`src/rtl/keypad_paddle_scanner.sv`:
```
// keypad_paddle_scanner: 4x4 keypad row scanner with per-key debounce producing paddle levels and a start pulse.
// Optional KP_CONFLICT_MASK_EN: a player's up/down outputs are both forced low while both keys are held.
module keypad_paddle_scanner #(
  parameter int SCAN_DIV = 12500,
  parameter int DEB_CNT  = 8
) (
  input  logic       clk,
  input  logic       rst,
  input  logic [3:0] kp_col,
  output logic [3:0] kp_row,
  output logic       up1,
  output logic       down1,
  output logic       up2,
  output logic       down2,
  output logic       start_pulse
);
  localparam int DW = SCAN_DIV > 1 ? $clog2(SCAN_DIV) : 1;
  localparam int CW = $clog2(DEB_CNT);
  // key order (lsb first): up1, down1, up2, down2, start
  localparam logic [9:0] KROW = {2'd3, 2'd1, 2'd0, 2'd1, 2'd0};
  localparam logic [9:0] KCOL = {2'd1, 2'd3, 2'd3, 2'd0, 2'd0};
  logic [DW-1:0] div_cnt;
  logic [1:0]    row_idx;
  logic          tick;
  logic [4:0]    deb;
  logic          deb_start_d;
  logic          unused_col;
  assign unused_col = kp_col[2];
  assign tick = div_cnt == DW'(SCAN_DIV - 1);
  // row slot divider; the row register moves to the next row on the sampling cycle
  always_ff @(posedge clk or negedge rst)
    if (!rst) begin
      div_cnt <= '0;
      row_idx <= '0;
      kp_row  <= 4'b1110;
    end else if (tick) begin
      div_cnt <= '0;
      row_idx <= row_idx + 2'd1;
      kp_row  <= ~(4'b0001 << (row_idx + 2'd1));
    end else
      div_cnt <= div_cnt + DW'(1);
  for (genvar k = 0; k < 5; k++) begin : g_key
    logic [CW-1:0] cnt;
    logic          state;
    logic          smp;
    logic          raw;
    assign smp    = tick && row_idx == KROW[2*k +: 2];
    assign raw    = ~kp_col[KCOL[2*k +: 2]];
    assign deb[k] = state;
    // flip the debounced state after DEB_CNT consecutive disagreeing frame samples
    always_ff @(posedge clk or negedge rst)
      if (!rst) begin
        cnt   <= '0;
        state <= 1'b0;
      end else if (smp) begin
        if (raw == state)
          cnt <= '0;
        else if (cnt == CW'(DEB_CNT - 1)) begin
          state <= raw;
          cnt   <= '0;
        end else
          cnt <= cnt + CW'(1);
      end
  end
  // registered rising-edge detect of the debounced start key
  always_ff @(posedge clk or negedge rst)
    if (!rst) begin
      deb_start_d <= 1'b0;
      start_pulse <= 1'b0;
    end else begin
      deb_start_d <= deb[4];
      start_pulse <= deb[4] & ~deb_start_d;
    end
`ifdef KP_CONFLICT_MASK_EN
  assign up1   = deb[0] & ~deb[1];
  assign down1 = deb[1] & ~deb[0];
  assign up2   = deb[2] & ~deb[3];
  assign down2 = deb[3] & ~deb[2];
`else
  assign up1   = deb[0];
  assign down1 = deb[1];
  assign up2   = deb[2];
  assign down2 = deb[3];
`endif
endmodule

```
`config.mk`:
```
export PLATFORM = sky130hd
export DESIGN_NAME = keypad_paddle_scanner
export DESIGN_NICKNAME = d
export VERILOG_FILES = /design/src/rtl/keypad_paddle_scanner.sv
export SDC_FILE = /design/constraint.sdc
export NUM_CORES = 1
export LEC_CHECK = 0
export ABC_AREA = 1
export BUFFER_PORTS_ARGS = -buffer_cell sky130_fd_sc_hd__buf_2
export CAP_MARGIN = 20
export CORE_AREA = 2 2 75 77
export CTS_BUF_LIST = sky130_fd_sc_hd__clkbuf_2
export DETAILED_ROUTE_END_ITERATION = 8
export DIE_AREA = 0 0 77 79
export GPL_TIMING_DRIVEN = 0
export PLACE_DENSITY = 0.57
export SETUP_SLACK_MARGIN = 0.1
export SYNTH_ARGS = -nofsm -noshare
export SYNTH_HDL_FRONTEND = slang
export SYNTH_SLANG_ARGS = --single-unit
```
`constraint.sdc`:
```
create_clock -name clk -period 2.5 [get_ports clk]
set_clock_uncertainty 0.1 [all_clocks]
set_input_delay 0.125 -clock clk [delete_from_list [all_inputs] [get_ports clk]]
set_output_delay 0.125 -clock clk [all_outputs]
set_load 0.02 [all_outputs]
```
==> Word level (Yosys, flattened, before mapping) <==
Index checks and enable logic that the tools add are counted.
{ "totals": {"register_bits": 42, "out_inout_bits": 9, "wordCells": 67} }
{ "classes": {"add_sub_neg": 7, "n_eq_ne": 13, "n_shift": 1, "muxes": 11, "bitwise_logic": 11, "n_reduce_logical": 9} }
{ "op_table": {"columns": ["op", "n"], "rows": [
  ["3-bit 2-to-1 mux", 10],
  ["3-bit by 1-bit adder with 3-bit output, second input constant", 5],
  ["3-bit == test, second input constant", 5],
  ["3-bit AND reduction", 5],
  ["14-bit by 1-bit adder with 14-bit output, second input constant", 1],
  ["14-bit == test, second input constant", 1],
  ["14-bit 2-to-1 mux", 1],
  ["1-bit inverter", 9],
  ["1-bit == test", 5],
  ["4-bit inverter", 1],
  ["1-bit by 2-bit << shifter with 4-bit output, first input constant", 1],
  ["1-bit logical AND", 3],
  ["2-bit by 1-bit adder with 2-bit output, second input constant", 1],
  ["2-bit by 1-bit == test with 1-bit output, second input constant", 1],
  ["2-bit == test, second input constant", 1],
  ["2-bit zero test", 1],
  ["1-bit AND", 1]
]} }

==> Logic depth before layout (Yosys ltp) <==
Gate-level depths: netlist of the first run.
{ "depth": {"ltp_word": 4, "depth_mapped": 9} }

==> Worst setup path before layout of the first run <==
Ideal clock, no wire load.
{ "synth_path": {"kind": "flip-flop to flip-flop", "start": "register div_cnt[0]", "end": "register g_key[0].cnt[0]", "setup_ns": 0.116, "t_arrival_ns": 1.290, "required_time_ns": 2.284, "slack_ns": 0.994, "stages_incl_launch_ff": 10, "path_buffers": 1, "synth_period_minus_slack_ns": 1.506, "path_cell_list": "dfrtp_1 ha_1 nand2_1 nor2_2 nand2_2 nor2_4 buf_12 nand2_4 nand2_1 nand2_1"} }
{ "synth_via": {"elab_chain_len": 2} }
{ "synth_rtl": {"columns": ["element", "line", "source"], "rows": [
  ["from (decl)", "22", "logic [DW-1:0] div_cnt;"],
  ["from (signal assigned)", "41", "div_cnt <= div_cnt + DW'(1);"],
  ["14-bit == test", "29", "assign tick = div_cnt == DW'(SCAN_DIV - 1);"],
  ["1-bit logical AND", "47", "assign smp = tick && row_idx == KROW[2*k +: 2];"],
  ["to (signal assigned)", "62", "cnt <= cnt + CW'(1);"],
  ["to (decl)", "43", "logic [CW-1:0] cnt;"]
]} }
Every way passes these cells.
A chain may end at the register's enable or synchronous reset.

==> Worst setup path in the final report of the first run <==
{ "layout_path": {"start": "register div_cnt[0]", "end": "register g_key[2].cnt[2]"} }
{ "layout_via": {"elab_chain_len": 2} }
{ "layout_rtl": {"columns": ["element", "line"], "rows": [
  ["14-bit == test", "29"],
  ["1-bit logical AND", "47"],
  ["to (signal assigned)", "62"],
  ["to (decl)", "43"]
]} }
Every way passes these cells.

==> results of run 1 <==
## per-layer routing
| metal | up-vias | track usage (%) | routed length (um) |
|---|---|---|---|
| met2 | 22 | 26.6 | 1970 |
| met3 | 6 | 4.32 | 134 |
| met5 | - | 0 | 0 |
| met1 | 815 | 19.4 | 2060 |
| met4 | 0 | 6.25 | 53 |
| li1 | 920 | - | - |
## cells in the final DEF, fill, tap and decap left out, types with 8 or more instances in the layout
cell type,netlist,final
nand3_1,10,10
nand2_1,85,85
buf_2,0,13
dfrtp_1,39,39
ha_1,15,15
nor2_1,26,26
nor2_2,9,9
nor3_1,8,8
nand4_1,9,9
inv_1,38,38
xor2_1,10,10
## how the worst max path moves through the flow
stage	start	to	slack (ns)	depth (start not counted)
after floorplan	div_cnt[0]	g_key[0].cnt[0]	0.99	9
after global placement	div_cnt[0]	g_key[2].cnt[2]	0.79	9
after detailed placement	div_cnt[0]	g_key[2].cnt[0]	0.78	9
after CTS	div_cnt[0]	g_key[2].cnt[0]	0.74	9
after global routing	div_cnt[0]	g_key[2].cnt[0]	0.62	9
final	div_cnt[0]	g_key[2].cnt[2]	0.78	9
## sequential cells by signal, indices dropped and copies added (netlist names), 2 cells and up
register / cells
g_key.cnt: 15
div_cnt: 14
kp_row: 4
row_idx: 2
## logic make-up after synthesis
kind of cell,synth area share (%)
simple gates,32.4
buf+inv,7.81
flops,45.4
fa+ha+maj,8.08
xor+xnor,3.77
compound gates,2.53
## report_power, final
part,switching [mW],internal (mW)
Sequential,0,0.681
Clock,0.221,0.0689
Combinational,0.0216,0.0117
## repair_timing
item | 4_1_cts | 5_1_grt
hold endpoints to repair | 46 | 0
gates resized for setup | 0 | 0
hold buffers | 4 | 0
## cell type report
type,instances,share of cell area (%)
Tap cell,72,3.50
Clock inverter,2,0.340
Multi-Input combinational cell,196,42.2
Timing Repair Buffer,18,4.86
Inverter,40,5.83
Sequential cell,42,40.9
Buffer,2,1.21
Clock buffer,6,1.17
## through the flow
| stage | setup WS (ns) | area, um^2 |
|---|---|---|
| finish | 0.781 | 2580 |
| floorplan | 0.994 | 2320 |
| CTS | 0.739 | 2560 |
| global route | 0.618 | 2580 |
| global placement | 0.786 | 2480 |
| detailed placement | 0.779 | 2480 |
==> results.tsv, run 1 <==
stage	metric	value	unit
detailed_routing	DRC viols	0	
logic_synthesis	mean post-synth cell area	8.29	um^2
logic_synthesis	Yosys reg bits	42	
clock_tree	clock sinks	42	
logic_synthesis	most frequent cell after synthesis	nand2_1	
critical_path	crit path launch type	register	
critical_path	Worst R2R Path Depth	9	
timing	Post-Route Setup TNS	0	ns
timing	RSZ-0062 raised after global routing	no	
floorplan	core area	5340	um^2
cells_and_area	layout cell share with drive strength beyond 1	16.3	%
detailed_routing	WL/cell	11.2	um
clock_tree	post-CTS setup buffer count	0	
placed_design	Inst Count DP	365	
detailed_routing	Iter 0 DRT Violations	81	
critical_path	r2r startpoint	div_cnt[0]	
power	Leakage	1.22	nW
logic_synthesis	area leader, netlist	dfrtp_1	
timing	Final period util	68.7	%
critical_path	crit path buf inv count	1	
logic_synthesis	top cells by count, synth	nand2_1, dfrtp_1, inv_1, nor2_1, ha_1	
floorplan	IO Count	15	
timing	post-layout minimum cycle time	1.72	ns
cells_and_area	diode count	0	
placed_design	I/O Buffers	13	
timing	Fin. Hold Viols	0	
timing	Final Setup Violations	0	
placed_design	GP Congestion	0.818	
power	total power density per cell area	390	nW/um^2
flow_run	max cap viols	0	
critical_path	Largest stage delay, worst path	0.48	ns
power	worst ir drop on vdd	0.172	mV
floorplan	Die Width	77	um
floorplan	FP Rows	27	
clock_tree	Clock Pin Slew Worst Setup and Hold Paths	0.20	ns
global_route	global-route wire length before repair	7610	um
critical_path	most frequent CP cell	nand2_1	
logic_synthesis	Async SR Flop Fraction	100	%
logic_synthesis	Yosys warnings	0	
logic_synthesis	Synth area leaders	dfrtp_1, nand2_1, ha_1	
floorplan	Starting Density	43.5	%
cells_and_area	area of the multi-input gates	1090	um^2
detailed_routing	final WL	4230	um
power	Pwr Total	1.00	mW
global_route	pin count of the biggest net entering global routing	43	
critical_path	Setup CP Type	reg2reg	
clock_tree	buffer depth of the longest clock path	2	
detailed_routing	post-route ant nets	0	
critical_path	CP Cell Sequence	ha_1 > nand2_1 > nor2_2 > nand2_2 > nor2_4 > buf_12 > nand2_4 > nand2_1 > nand2_1	
clock_tree	worst skew pair latency	0.40	ns
floorplan	Die Area	6080	um^2
critical_path	WP data arrival	1.94	ns
timing	max_slew headroom	69.3	%
detailed_routing	Vias per Instance	4.66	
timing	WHS	0.0709	ns
cells_and_area	FF/Latch Area	1050	um^2
logic_synthesis	Mapped Cells	280	
critical_path	Worst path slowest cell	dfrtp_1	
detailed_routing	Via Count	1763	
critical_path	Setup crit end kind	register	
timing	Slew Viols, Final	0	
logic_synthesis	Post-Syn Nets	301	
min_path	HP Class	in2async	
clock_tree	H-tree levels	2	
clock_tree	cts bufs inserted	5	
cells_and_area	Non-Filler Instances	378	
global_route	GRT overflow	0	
logic_synthesis	Top FF cell, synth	dfrtp_1	
logic_synthesis	Post-synth EDFFs	0	
run_status	status	completed	
global_route	total global-route track usage	15.8	%
critical_path	R2R Setup Slk	0.78	ns
timing	Max Fclk	582	MHz
logic_synthesis	post-synthesis sequential area ratio	45.4	%
critical_path	CP Data Required Time	2.72	ns
critical_path	worst-path maximum fanout	10	
logic_synthesis	area share of the largest cell type after synthesis	42.0	%
logic_synthesis	Synth cell types	23	
global_route	vias in the first global route	1751	
cells_and_area	final layout net count	326	
detailed_routing	1st-pass router iterations	4	
logic_synthesis	Post-Syn Area	2320	um^2
clock_tree	CTS Root Cell	clkbuf_2	
critical_path	delay-heaviest family, CP	simple AND/OR/NAND/NOR gates	
placed_design	DP HPWL	2960	um
floorplan	die height	79	um
timing	Slew @ Worst Pin	0.461	ns
cells_and_area	Layout area overhead	10.9	%
critical_path	reg2reg end	g_key[2].cnt[2]	
global_route	initial antenna violation count	0	
clock_tree	CTS tree	done	
cells_and_area	fin util	48.3	%
cells_and_area	fillers	568	
(Power assumes the default switching activity.)
==> run 2: changes to the inputs <==
Clock period 2.5 ns to 1.75 ns, I/O delays scaled along.
==> results.tsv, run 2 (synthesis results as in run 1) <==
stage	metric	value	unit	change
critical_path	WP data arrival	1.80	ns	-0.14 ns
cells_and_area	FF/Latch Area	1060	um^2	+0.12%
critical_path	CP Data Required Time	1.96	ns	-0.76 ns
timing	RSZ-0062 raised after global routing	yes		
cells_and_area	diode count	0		unchanged
detailed_routing	Via Count	1778		+0.85%
floorplan	FP Rows	27		unchanged
timing	Final Setup Violations	0		unchanged
floorplan	core area	5340	um^2	unchanged
floorplan	Die Area	6080	um^2	unchanged
critical_path	worst-path maximum fanout	9		-1
global_route	global-route wire length before repair	7650	um	+0.46%
placed_design	Inst Count DP	365		unchanged
clock_tree	buffer depth of the longest clock path	2		unchanged
global_route	total global-route track usage	15.9	%	+0.14 points
run_status	status	completed		
clock_tree	H-tree levels	2		unchanged
cells_and_area	most frequent cells in the layout	nand2_1, dfrtp_1, inv_1		
global_route	pin count of the biggest net entering global routing	43		unchanged
power	Leakage	1.25	nW	+2.0%
detailed_routing	post-route ant nets	0		unchanged
clock_tree	Clock Pin Slew Worst Setup and Hold Paths	0.21	ns	about the same
global_route	GRT overflow	0		unchanged
detailed_routing	Iter 0 DRT Violations	89		+9.9%
cells_and_area	layout cell share with drive strength beyond 1	18.6	%	+2.3 points
cells_and_area	area of the multi-input gates	1100	um^2	+1.6%
critical_path	r2r startpoint	div_cnt[1]		
clock_tree	cts bufs inserted	5		unchanged
detailed_routing	DRC viols	0		unchanged
cells_and_area	final layout net count	331		+1.5%
placed_design	DP HPWL	2960	um	unchanged
floorplan	die height	79	um	unchanged
placed_design	GP Congestion	0.818		unchanged
timing	max_slew headroom	66.6	%	-2.7 points
critical_path	Setup CP Type	reg2reg		
timing	Slew @ Worst Pin	0.501	ns	+0.0398 ns
timing	Fin. Hold Viols	0		unchanged
timing	Slew Viols, Final	0		unchanged
clock_tree	clock sinks	42		unchanged
cells_and_area	Largest regs	g_key.cnt x15, div_cnt x14, kp_row x4		
floorplan	Starting Density	43.5	%	unchanged
power	worst ir drop on vdd	0.257	mV	+49%
detailed_routing	1st-pass router iterations	5		+1
cells_and_area	fillers	566		-0.35%
floorplan	Die Width	77	um	unchanged
clock_tree	CTS tree	done		
cells_and_area	largest reg by FF count	g_key.cnt		
clock_tree	CTS Root Cell	clkbuf_2		
global_route	vias in the first global route	1750		-0.057%
timing	post-layout minimum cycle time	1.59	ns	-0.132 ns
critical_path	Setup crit end kind	register		
critical_path	crit path from	div_cnt[1]		
power	total power density per cell area	543	nW/um^2	+39%
cells_and_area	Non-Filler Instances	383		+1.3%
flow_run	max cap viols	0		unchanged
timing	Max Fclk	630	MHz	+8.3%
detailed_routing	Vias per Instance	4.64		-0.47%
detailed_routing	final WL	4320	um	+2.2%
cells_and_area	number of flip-flops in the largest register	15		unchanged
min_path	HP Class	in2async		
clock_tree	worst skew pair latency	0.40	ns	about the same
floorplan	IO Count	15		unchanged
cells_and_area	most common cell after layout, fill and taps aside	nand2_1		
timing	Post-Route Setup TNS	0	ns	unchanged
cells_and_area	Layout area overhead	13.7	%	
cells_and_area	fin util	49.5	%	+1.2 points
placed_design	I/O Buffers	13		unchanged
global_route	initial antenna violation count	0		unchanged
critical_path	crit path launch type	register		
timing	Final period util	90.7	%	+22 points
detailed_routing	WL/cell	11.3	um	+0.82%
## run 2: worst paths after layout
| kind | to | slack, ns | cells after the start |
|---|---|---|---|
| hold / removal | deb_start_d | 0.05 | 2 |
| setup reg to reg | g_key[2].cnt[2] | 0.16 | 9 |
| min in group clk | start_pulse | 0.31 | 1 |
| max in group asynchronous | kp_row[2] | 0.92 | 3 |
| setup / recovery | g_key[2].cnt[2] | 0.16 | 9 |
| hold reg to reg | start_pulse | 0.31 | 1 |
## run 2: area by class of cell
class                           count  share of cell area (%)
Buffer                              2                    1.18
Tap cell                           72                    3.41
Timing Repair Buffer               23                    6.45
Inverter                           40                    5.69
Sequential cell                    42                    40.0
Clock buffer                        6                    1.14
Clock inverter                      2                   0.332
Multi-Input combinational cell    196                    41.8
## run 2: critical path, cell delays in order (launching register included)
cell and delay (ns):
dfrtp_1 0.46, ha_4 0.19, nand2_1 0.07, nor2_2 0.09
nand2_2 0.07, nor2_4 0.17, buf_12 0.16, nand2_4 0.07
nand2_1 0.07, nand2_1 0.05
## run 2: stage by stage
step	worst slack (ns)	area, um^2	power (mW)	hold WS [ns]
3_3_place_gp	0.0357	2480	1.03	0.203
3_5_place_dp	0.0287	2480	1.03	0.210
5_1_grt	0.0242	2640	1.51	0.0373
6_report	0.163	2640	1.43	0.0522
2_1_floorplan	0.244	2320	0.997	-0.308
4_1_cts	0.124	2570	1.46	0.263
## run 2: power by group
part | switching, mW | total, mW | internal [mW]
registers | 0 | 0.972 | 0.972
logic | 0.0310 | 0.0495 | 0.0185
clock network | 0.314 | 0.413 | 0.0985
total | 0.345 | 1.43 | 1.09
## run 2: what timing repair did
action,in CTS,in global routing
endpoints found under the hold margin,51,0
endpoints found under the setup margin,28,28
buffers inserted,1,4
hold buffers,4,0
gates resized for setup,1,4
pin swaps,0,2
## run 2: per-layer routing
layer  vias up  track usage [%]  routed length (um)
met2        26             26.7                2060
met4         0             6.25                  38
met3         4             4.32                 143
met5         -                0                   0
li1        930                -                   -
met1       818             19.7                2080
==> run 3: changes to the inputs <==
Settings changed: CORE_AREA 2 2 75 77 to 4 4 77 79, DIE_AREA 0 0 77 79 to 0 0 81 83.
==> results.tsv, run 3 (synthesis results as in run 1) <==
stage	metric	value	unit	change
run_status	status	completed		
cells_and_area	most common cell after layout, fill and taps aside	nand2_1		
timing	WHS	0.238	ns	+0.186 ns
cells_and_area	fin util	49.0	%	-0.47 points
timing	post-layout minimum cycle time	1.56	ns	-0.0228 ns
clock_tree	H-tree levels	2		unchanged
clock_tree	buffer depth of the longest clock path	2		unchanged
critical_path	Setup CP Type	reg2reg		
detailed_routing	DRC viols	0		unchanged
timing	RSZ-0062 raised after global routing	yes		
timing	Slew @ Worst Pin	0.946	ns	+0.446 ns
timing	Post-Route Setup TNS	0	ns	unchanged
clock_tree	CTS tree	done		
detailed_routing	Via Count	1735		-2.4%
global_route	pin count of the biggest net entering global routing	43		unchanged
detailed_routing	Iter 0 DRT Violations	70		-21%
min_path	HP Class	in2async		
timing	Fin. Hold Viols	0		unchanged
critical_path	Worst path slowest cell	dfrtp_1		
power	total power density per cell area	547	nW/um^2	+0.70%
floorplan	Die Area	6720	um^2	+11%
power	sw power	349	uW	+1.2%
power	Clock power frac	29.1	%	+0.3 points
cells_and_area	number of flip-flops in the largest register	15		unchanged
detailed_routing	1st-pass router iterations	4		-1
critical_path	Setup crit end kind	register		
detailed_routing	post-route ant nets	0		unchanged
detailed_routing	WL/cell	10.9	um	-2.9%
critical_path	crit path launch type	register		
detailed_routing	metal3 WL	141	um	-1.4%
cells_and_area	final layout net count	331		unchanged
cells_and_area	Layout area overhead	12.6	%	
detailed_routing	final WL	4180	um	-3.1%
power	Comb pwr share	2.9	%	-0.6 points
critical_path	worst-path maximum fanout	10		+1
critical_path	CP Cell Sequence	ha_4 > nand2_1 > nor2_2 > nand2_2 > nor2_4 > buf_12 > buf_4 > xor2_1		
flow_run	max cap viols	0		unchanged
timing	Final period util	89.4	%	-1.3 points
cells_and_area	diode count	0		unchanged
global_route	total global-route track usage	13.9	%	-2.1 points
global_route	vias in the first global route	1669		-4.6%
timing	Max Fclk	639	MHz	+1.5%
timing	Final Setup Violations	0		unchanged
power	Pint	1.08	mW	-0.71%
floorplan	FP Rows	27		unchanged
placed_design	GP Congestion	0.827		+1.0%
power	worst ir drop on vdd	0.300	mV	+17%
floorplan	core area	5340	um^2	unchanged
global_route	global-route wire length before repair	7470	um	-2.3%
floorplan	Die Width	81	um	+5.2%
timing	max_slew headroom	36.9	%	-30 points
critical_path	CP Data Required Time	1.99	ns	+0.03 ns
critical_path	Worst R2R Path Depth	8		-1
cells_and_area	fillers	553		-2.3%
clock_tree	worst skew pair latency	0.39	ns	about the same
detailed_routing	Highest Signal Layer	met4		
detailed_routing	Vias per Instance	4.54		-2.2%
power	Sw Share	24.4	%	+0.34 points
floorplan	IO Count	15		unchanged
global_route	GRT overflow	0		unchanged
cells_and_area	Largest regs	g_key.cnt x15, div_cnt x14, kp_row x4		
placed_design	DP HPWL	2990	um	+1.1%
clock_tree	CTS Root Cell	clkbuf_2		
floorplan	Starting Density	43.5	%	unchanged
cells_and_area	layout cell share with drive strength beyond 1	19.0	%	+0.38 points
floorplan	die height	83	um	+5.1%
detailed_routing	DRT met1 WL	2120	um	+2.2%
clock_tree	cts bufs inserted	5		unchanged
power	sequential power share	68.0	%	+0.2 points
detailed_routing	met2 routed WL	1870	um	-9.3%
cells_and_area	largest reg by FF count	g_key.cnt		
critical_path	Largest stage delay, worst path	0.44	ns	-0.02 ns
timing	Slew Viols, Final	0		unchanged
clock_tree	Clock Pin Slew Worst Setup and Hold Paths	0.22	ns	about the same
global_route	initial antenna violation count	0		unchanged
cells_and_area	most frequent cells in the layout	nand2_1, dfrtp_1, inv_1		
critical_path	WP data arrival	1.81	ns	about the same
cells_and_area	area of the multi-input gates	1100	um^2	-0.23%
power	Pwr Total	1.43	mW	-0.26%
clock_tree	clock sinks	42		unchanged
power	Leakage	1.24	nW	-0.44%
placed_design	I/O Buffers	13		unchanged
cells_and_area	FF/Latch Area	1050	um^2	-0.12%
run 3: changes by cell type in the layout (fill, tap and decap cells not counted), sizes merged:
cell      change
clkinv        -2
clkinvlp      +1
run 3: layout make-up:
class / count / area share (%)
multi-input combinational: 196 / 42.1
buffer: 2 / 1.20
sequential: 42 / 40.3
clock buffer: 6 / 1.15
timing repair buffer: 23 / 5.74
inverter: 40 / 5.74
clock inverter: 1 / 0.287
tap: 72 / 3.44
run 3: critical path, delay by kind of cell (launching register included):
| family | cells | cell delay, ns |
|---|---|---|
| and+or+nand+nor | 4 | 0.41 |
| adders and majority gates | 1 | 0.18 |
| DFF | 1 | 0.44 |
| buffers and inverters | 2 | 0.27 |
| xor gates and xnor gates | 1 | 0.13 |
run 3: final timing paths:
kind	endpoint	slack, ns	startpoint
hold reg to reg	start_pulse	0.31	deb_start_d
setup / recovery	row_idx[0]	0.19	div_cnt[1]
max in group asynchronous	g_key[1].cnt[0]	0.73	rst
setup reg to reg	row_idx[0]	0.19	div_cnt[1]
hold / removal	div_cnt[9]	0.24	rst
min in group clk	start_pulse	0.31	deb_start_d
run 3: per-stage QoR:
stage	setup WS [ns]	std cells	cell area, um^2
6_report	0.186	382	2620
5_1_grt	0.0573	382	2620
4_1_cts	0.122	377	2560
3_5_place_dp	0.0225	365	2480
3_3_place_gp	0.0484	365	2480
2_1_floorplan	0.244	280	2320
run 3: power by group through the flow:
stage          logic [mW]  registers (mW)  clock network (mW)
2_1_floorplan     0.00806           0.989                   0
5_1_grt            0.0477           0.973               0.476
3_5_place_dp       0.0372           0.989                   0
6_report           0.0412           0.973               0.417
4_1_cts            0.0441           0.973               0.440
3_3_place_gp       0.0374           0.989                   0
run 3: timing repair:
action,in CTS,in global routing
pin swaps,0,2
hold buffers,4,0
endpoints found under the setup margin,26,26
hold endpoints to repair,49,0
setup buffers,1,5
cloned,0,0
resized for setup,1,4
run 3: routing by layer:
metal | global-route usage [%] | vias up
li1 | - | 929
met1 | 19.7 | 779
met2 | 20.8 | 21
met3 | 3.47 | 6
met4 | 4.15 | 0
met5 | 0 | -
